## src/rtl/fre_div_pkg.sv

```systemverilog
`default_nettype none
// +----------------------------------------------------------------------+
// | fre_div_pkg                                                          |
// | Shared types and defaults for the scheduled clock-enable divider.    |
// | Revision: 1.0                                                        |
// +----------------------------------------------------------------------+
package fre_div_pkg;

  localparam int CFG_W  = 8;
  localparam int DEF_LW = 2;
  localparam int DEF_HW = 3;

  typedef enum logic [1:0] {
    ST_IDLE = 2'd0,
    ST_LOW  = 2'd1,
    ST_HIGH = 2'd2
  } state_e;

  typedef struct packed {
    logic [CFG_W-1:0] lw;
    logic [CFG_W-1:0] hw;
  } cfg_t;

  // A zero-length phase would never end, so it is promoted to one cycle.
  function automatic cfg_t clamp_cfg(input cfg_t c);
    cfg_t r;
    r = c;
    if (c.lw == '0) r.lw = CFG_W'(1);
    if (c.hw == '0) r.hw = CFG_W'(1);
    return r;
  endfunction

endpackage
`default_nettype wire

```

## src/rtl/fre_div_core.sv

```systemverilog
`default_nettype none
// +----------------------------------------------------------------------+
// | fre_div_core                                                         |
// | Phase counter and registered divided output for one low/high period. |
// | Revision: 1.0                                                        |
// +----------------------------------------------------------------------+
module fre_div_core #(
  parameter int CW = 8
) (
  input  logic          clk,
  input  logic          rst_n,
  input  logic          load_i,
  input  logic          run_i,
  input  logic [CW-1:0] lw_i,
  input  logic [CW-1:0] hw_i,
  output logic          phase_end_o,
  output logic          out_o
);

  logic [CW-1:0] cnt_q, cnt_d;
  logic          out_q, out_d;

  // cnt_q holds the 1-based cycle index within the current phase.
  assign phase_end_o = run_i & (cnt_q == (out_q ? hw_i : lw_i));
  assign out_o       = out_q;

  always_comb begin
    cnt_d = cnt_q;
    out_d = out_q;
    if (load_i) begin
      cnt_d = CW'(1);
      out_d = 1'b0;
    end else if (!run_i) begin
      cnt_d = '0;
      out_d = 1'b0;
    end else if (phase_end_o) begin
      cnt_d = CW'(1);
      out_d = ~out_q;
    end else begin
      cnt_d = cnt_q + CW'(1);
    end
  end

  always_ff @(posedge clk or negedge rst_n) begin
    if (!rst_n) begin
      cnt_q <= '0;
      out_q <= 1'b0;
    end else begin
      cnt_q <= cnt_d;
      out_q <= out_d;
    end
  end

endmodule
`default_nettype wire

```

## src/rtl/fre_div_sched.sv

```systemverilog
`default_nettype none
// +----------------------------------------------------------------------+
// | fre_div_sched                                                        |
// | Start/stop/burst scheduler with boundary-aligned config updates.     |
// | Revision: 1.0                                                        |
// +----------------------------------------------------------------------+
module fre_div_sched
  import fre_div_pkg::*;
#(
  parameter int CW     = fre_div_pkg::CFG_W,
  parameter int PCW    = 16,
  parameter int DEF_LW = fre_div_pkg::DEF_LW,
  parameter int DEF_HW = fre_div_pkg::DEF_HW
) (
  input  logic           clk,
  input  logic           rst_n,
  input  logic           cfg_valid,
  output logic           cfg_ready,
  input  logic [CW-1:0]  cfg_lw,
  input  logic [CW-1:0]  cfg_hw,
  input  logic           start,
  input  logic           stop,
  input  logic [PCW-1:0] burst_len,
  output logic           busy,
  output logic           out_fre_divn,
  output logic           period_done,
  output logic           burst_done
);

  state_e         state_q;
  logic           stop_pend_q;
  logic [PCW-1:0] period_cnt_q;
  logic [PCW-1:0] burst_len_q;
  cfg_t           active_q;
  cfg_t           shadow_q;
  logic           shadow_full_q;

  cfg_t           cfg_in;
  logic           cfg_fire;
  logic           phase_end;
  logic           go;
  logic           burst_hit;
  logic           run_end;
  logic           core_load;
  logic [PCW-1:0] cnt_inc;

  assign cfg_in      = '{lw: cfg_lw, hw: cfg_hw};
  assign busy        = (state_q != ST_IDLE);
  assign cfg_ready   = ~shadow_full_q;
  assign cfg_fire    = cfg_valid & cfg_ready;
  assign period_done = (state_q == ST_HIGH) & phase_end;
  assign cnt_inc     = period_cnt_q + PCW'(1);
  assign burst_hit   = period_done & (burst_len_q != '0) & (cnt_inc == burst_len_q);
  assign burst_done  = burst_hit;
  assign run_end     = period_done & (stop_pend_q | burst_hit);
  assign go          = (state_q == ST_IDLE) & start;
  // Every LOW entry restarts the core and is the only point the shadow is applied.
  assign core_load   = go | (period_done & ~run_end);

  fre_div_core #(.CW(CW)) u_core (
    .clk         (clk),
    .rst_n       (rst_n),
    .load_i      (core_load),
    .run_i       (busy),
    .lw_i        (active_q.lw),
    .hw_i        (active_q.hw),
    .phase_end_o (phase_end),
    .out_o       (out_fre_divn)
  );

  always_ff @(posedge clk or negedge rst_n) begin
    if (!rst_n) begin
      state_q       <= ST_IDLE;
      stop_pend_q   <= 1'b0;
      period_cnt_q  <= '0;
      burst_len_q   <= '0;
      active_q      <= '{lw: CW'(DEF_LW), hw: CW'(DEF_HW)};
      shadow_q      <= '0;
      shadow_full_q <= 1'b0;
    end else begin
      case (state_q)
        ST_IDLE: begin
          if (start) begin
            state_q      <= ST_LOW;
            period_cnt_q <= '0;
            burst_len_q  <= burst_len;
          end
        end
        ST_LOW: begin
          if (stop)      stop_pend_q <= 1'b1;
          if (phase_end) state_q     <= ST_HIGH;
        end
        ST_HIGH: begin
          if (stop) stop_pend_q <= 1'b1;
          if (period_done) begin
            if (run_end) begin
              state_q     <= ST_IDLE;
              stop_pend_q <= 1'b0;
            end else begin
              state_q <= ST_LOW;
            end
            // Continuous runs keep the counter parked at zero.
            if (burst_len_q != '0) period_cnt_q <= cnt_inc;
          end
        end
        default: state_q <= ST_IDLE;
      endcase

      // Shadow copy and a new accept are exclusive: accept needs an empty shadow.
      if (core_load && shadow_full_q) begin
        active_q      <= clamp_cfg(shadow_q);
        shadow_full_q <= 1'b0;
      end
      if (cfg_fire) begin
        if (!busy) begin
          active_q <= clamp_cfg(cfg_in);
        end else begin
          shadow_q      <= cfg_in;
          shadow_full_q <= 1'b1;
        end
      end
    end
  end

endmodule
`default_nettype wire

```

## config.mk

```make
export PLATFORM = sky130hd
export DESIGN_NAME = fre_div_sched
export DESIGN_NICKNAME = d
export VERILOG_FILES = /design/src/rtl/fre_div_pkg.sv /design/src/rtl/fre_div_core.sv /design/src/rtl/fre_div_sched.sv
export SDC_FILE = /design/constraint.sdc
export NUM_CORES = 1
export LEC_CHECK = 0
export BUFFER_PORTS_ARGS = -buffer_cell sky130_fd_sc_hd__buf_4
export CAP_MARGIN = 40
export CORE_MARGIN = 5
export CORE_UTILIZATION = 41
export CTS_CLUSTER_DIAMETER = 50
export DETAILED_ROUTE_END_ITERATION = 8
export PLACE_DENSITY_LB_ADDON = 0.15
export SYNTH_ARGS = -nofsm -noshare
export SYNTH_HDL_FRONTEND = slang
export SYNTH_SLANG_ARGS = --single-unit
```

## constraint.sdc

```tcl
create_clock -name clk -period 3.55 [get_ports clk]
set_input_delay 0.1775 -clock clk [delete_from_list [all_inputs] [get_ports clk]]
set_output_delay 0.1775 -clock clk [all_outputs]
set_load 0.05 [all_outputs]
```

==> flow_metrics.env <==
export IMPL_status="complete, no violations"
export IMPL_synth_xor_area_frac=0.0677
export IMPL_p_seq_frac=0.532
export IMPL_ant_nets=0
export IMPL_synthesis_nets=507
export IMPL_required_ns=3.37
export IMPL_core_rowCount=37
export IMPL_wl_per_cell_um=16.9
export IMPL_setup_tns_ns=0
export IMPL_grt_use_total=0.174
export IMPL_root_buffer="clkbuf_8"
export IMPL_synth_top_area_share=0.421
export IMPL_start_util=0.422
export IMPL_p_leak_uw=0.00218
export IMPL_finalCritPeriodShare=0.894
export IMPL_fillers=1014
export IMPL_path_common_cell="nor3_1"
export IMPL_crit_path_top_delay_cell="nor3_1"
export IMPL_power_switching_uw=494
export IMPL_fmax_ghz=0.315
export IMPL_clk_latency_ns=0.37
export IMPL_crit_type="reg -> out"
export IMPL_yosysSeqAreaShare=0.439
export IMPL_final_cell_mix="74 x dfrtp_1, 53 x nand2_1, 49 x buf_4, 41 x o21ai_0, 33 x mux2_2"
export IMPL_die_h_um=114
export IMPL_layout_commonest_cell="dfrtp_1"
export IMPL_crit_path_end_kind="output port"
export IMPL_grt_pass1_wl_mm=18.2
export IMPL_synth_area_um2=4400
export IMPL_grt_antenna_before_repair=0
export IMPL_combPwrFrac=0.083
export IMPL_hp_class="in -> reg"
export IMPL_yosysTopAreaCell="dfrtp_1"
export IMPL_worstSetupStartpointType="register"
export IMPL_synthArstFlopShare=1.00
export IMPL_dpl_worst_slack_ns=0.590
export IMPL_cts_buffers=9
export IMPL_tightestPinTransition_ns=0.836
export IMPL_hold_violations=0
export IMPL_syn_area_per_cell_um2=9.50
export IMPL_antenna_cells=0
export IMPL_timing_hold_ws_ns=0.0358
export IMPL_first_pass_iters=4
export IMPL_clockBufferDepth=2
export IMPL_die_w_um=114
export IMPL_syn_instance_count=463
export IMPL_rsz0062_at_grt="false"
export IMPL_placement_io_buffers=41
export IMPL_area_growth_syn_to_layout_pct=15.2
export IMPL_synth_warnings=0
export IMPL_grt_max_degree=55
export IMPL_post_cts_buffers=0
export IMPL_setup_viol=0
export IMPL_dp_hpwl_mm=7.69
export IMPL_worst_slack_ns=0.375
export IMPL_cts_htree_levels=3
export IMPL_grt_overflow=0
export IMPL_die_area_um2=12900
export IMPL_yosysUniqueCellTypes=49
export IMPL_powerDensity_nw_per_um2=371
export IMPL_crit_arrival_ns=3.00
export IMPL_drc_errors=0
export IMPL_design_core_area_um2=10400
export IMPL_ys_ff_latch=77
export IMPL_final_cell_count_no_fill=639
export IMPL_grt_pass1_vias=3536
export IMPL_placedCellCount=622
export IMPL_synth_adder_area_share=0.0199
export IMPL_irDropWorstVdd_uv=244
export IMPL_synth_edf_count=0
export IMPL_cpPeakStageDelay_ns=0.53
export IMPL_finalCriticalPeriod_ns=3.17
export IMPL_slew_headroom=0.443
export IMPL_yosys_mux_area_fraction=0.107
export IMPL_p_clk_frac=0.385
export IMPL_drtIter0Drc=203
export IMPL_worst_clock_skew_ns=0.0164
export IMPL_num_vias=3546
export IMPL_synth_top_family_by_area="simple AND/OR/NAND/NOR gates"
export IMPL_maxCapViolCount=0
export IMPL_p_sw_frac=0.262
export IMPL_synth_compound_gate_area_share=0.110
export IMPL_fin_nets=542
export IMPL_cts_tree="yes"
export IMPL_routed_via_density=5.55
export IMPL_clk_pin_slew_ns=0.10
export IMPL_gp_congestion=0.857
export IMPL_synthFlopType="dfrtp_1"
export IMPL_synth_area_leaders="dfrtp_1 42%, mux2_2 8.4%, o21ai_0 4.7%"
export IMPL_path_cells="ha_1 -> nand3_1 -> nor3_1 -> mux2i_1 -> nor3_1 -> nand4_1 -> nor2_1 -> buf_4"
export IMPL_drive_gt1_frac=0.213
export IMPL_yosys_area_share_simple=0.217
export IMPL_cts_sinks=77
export IMPL_routed_wl_mm=10.8
export IMPL_intPower_uw=1390
export IMPL_finalMaxSlewViolations=0
export IMPL_crit_path_max_fanout=7
export IMPL_pin_count=42
-- flip-flops by register name (all words and copies together), names as in the netlist --
register,count
active_q,16
stop_pend_q,1
shadow_full_q,1
burst_len_q,16
u_core.cnt_q,8
u_core.out_o,1
state_q,2
period_cnt_q,16
shadow_q,16
-- routing by layer --
metal | up-vias | part of all wire | wire length (um) | global-route usage
li1 | 1743 | - | - | -
met1 | 1716 | 0.50 | 5390 | 0.252
met2 | 79 | 0.45 | 4830 | 0.259
met3 | 8 | 0.043 | 464 | 0.0361
met4 | 0 | 0.0098 | 106 | 0.0593
met5 | - | 0 | 0 | 0
-- through the flow --
step | cell area (um^2) | util | total power (uW)
after floorplan | 4400 | - | 1090
after global placement | 4820 | 0.462 | 1170
after detailed placement | 4840 | 0.465 | 1180
after CTS | 5060 | 0.486 | 1910
after global routing | 5060 | 0.486 | 1960
final | 5060 | 0.486 | 1880
-- worst max-delay path, delay by kind of cell (launching register included) --
kind / cells / cell delay [ns]
mux: 1 / 0.19
flops: 1 / 0.47
simple gates: 5 / 1.44
buf+inv: 1 / 0.22
fa+ha+maj: 1 / 0.32
-- worst paths after layout --
kind,slack [ns],end,cells past startpoint,from
max,0.38,burst_done,8,period_cnt_q[0]
min,0.04,active_q[13],3,cfg_lw[5]
max reg2reg,0.51,active_q[6],9,period_cnt_q[0]
min reg2reg,0.52,shadow_full_q,1,shadow_full_q
max in group asynchronous,2.66,active_q[0],3,rst_n
min in group asynchronous,0.26,shadow_q[5],2,rst_n
-- Yosys cell counts, types with 4 or more instances --
master and instances:
dfrtp_1 74, nand2_1 53, o21ai_0 41, mux2_2 33, nand3_1 28, xnor2_1 23, nor3_1 20, or3_1 17
clkbuf_1 16, a21oi_1 14, nor4_1 13, inv_1 12, nor2_1 12, xor2_1 11, and3_1 10, mux2i_1 10
buf_2 7, ha_1 7, nand4_1 7, and4_1 4, nand2b_1 4, o31ai_1 4, or4_1 4
-- area by class of cell --
class                   count  area [um^2]  share of cell area
flip-flops and latches     77         1930               0.381
well taps                 136          170              0.0336
multi-input cells         346         2300               0.454
inverters                  13         48.8             0.00963
repair buffers             51          405              0.0800
clock buffers               9          124              0.0245
clock inverters             7         87.6              0.0173
-- logic make-up (layout without fill, tap and decap cells) --
family	after synthesis	count (layout)
buf+inv	40	80
fa+ha+maj	7	7
compound gates	81	81
xor+xnor	34	34
simple gates	181	181
mux	43	43
flops	77	77
-- power groups by stage --
stage	combinational, uW	sequential [uW]	clock [uW]
3_3_place_gp	151	1020	0
3_5_place_dp	158	1020	0
4_1_cts	159	1000	752
6_report	155	1000	725
5_1_grt	173	1010	778
2_1_floorplan	88.0	999	0
-- what timing repair did --
| item | in CTS | in global routing |
|---|---|---|
| endpoints found under the hold margin | 23 | 0 |
| hold buffers | 1 | 0 |
| gates resized for setup | 0 | 0 |
| endpoints found under the setup margin | 0 | 0 |
Power figures use the tool's default switching activity.
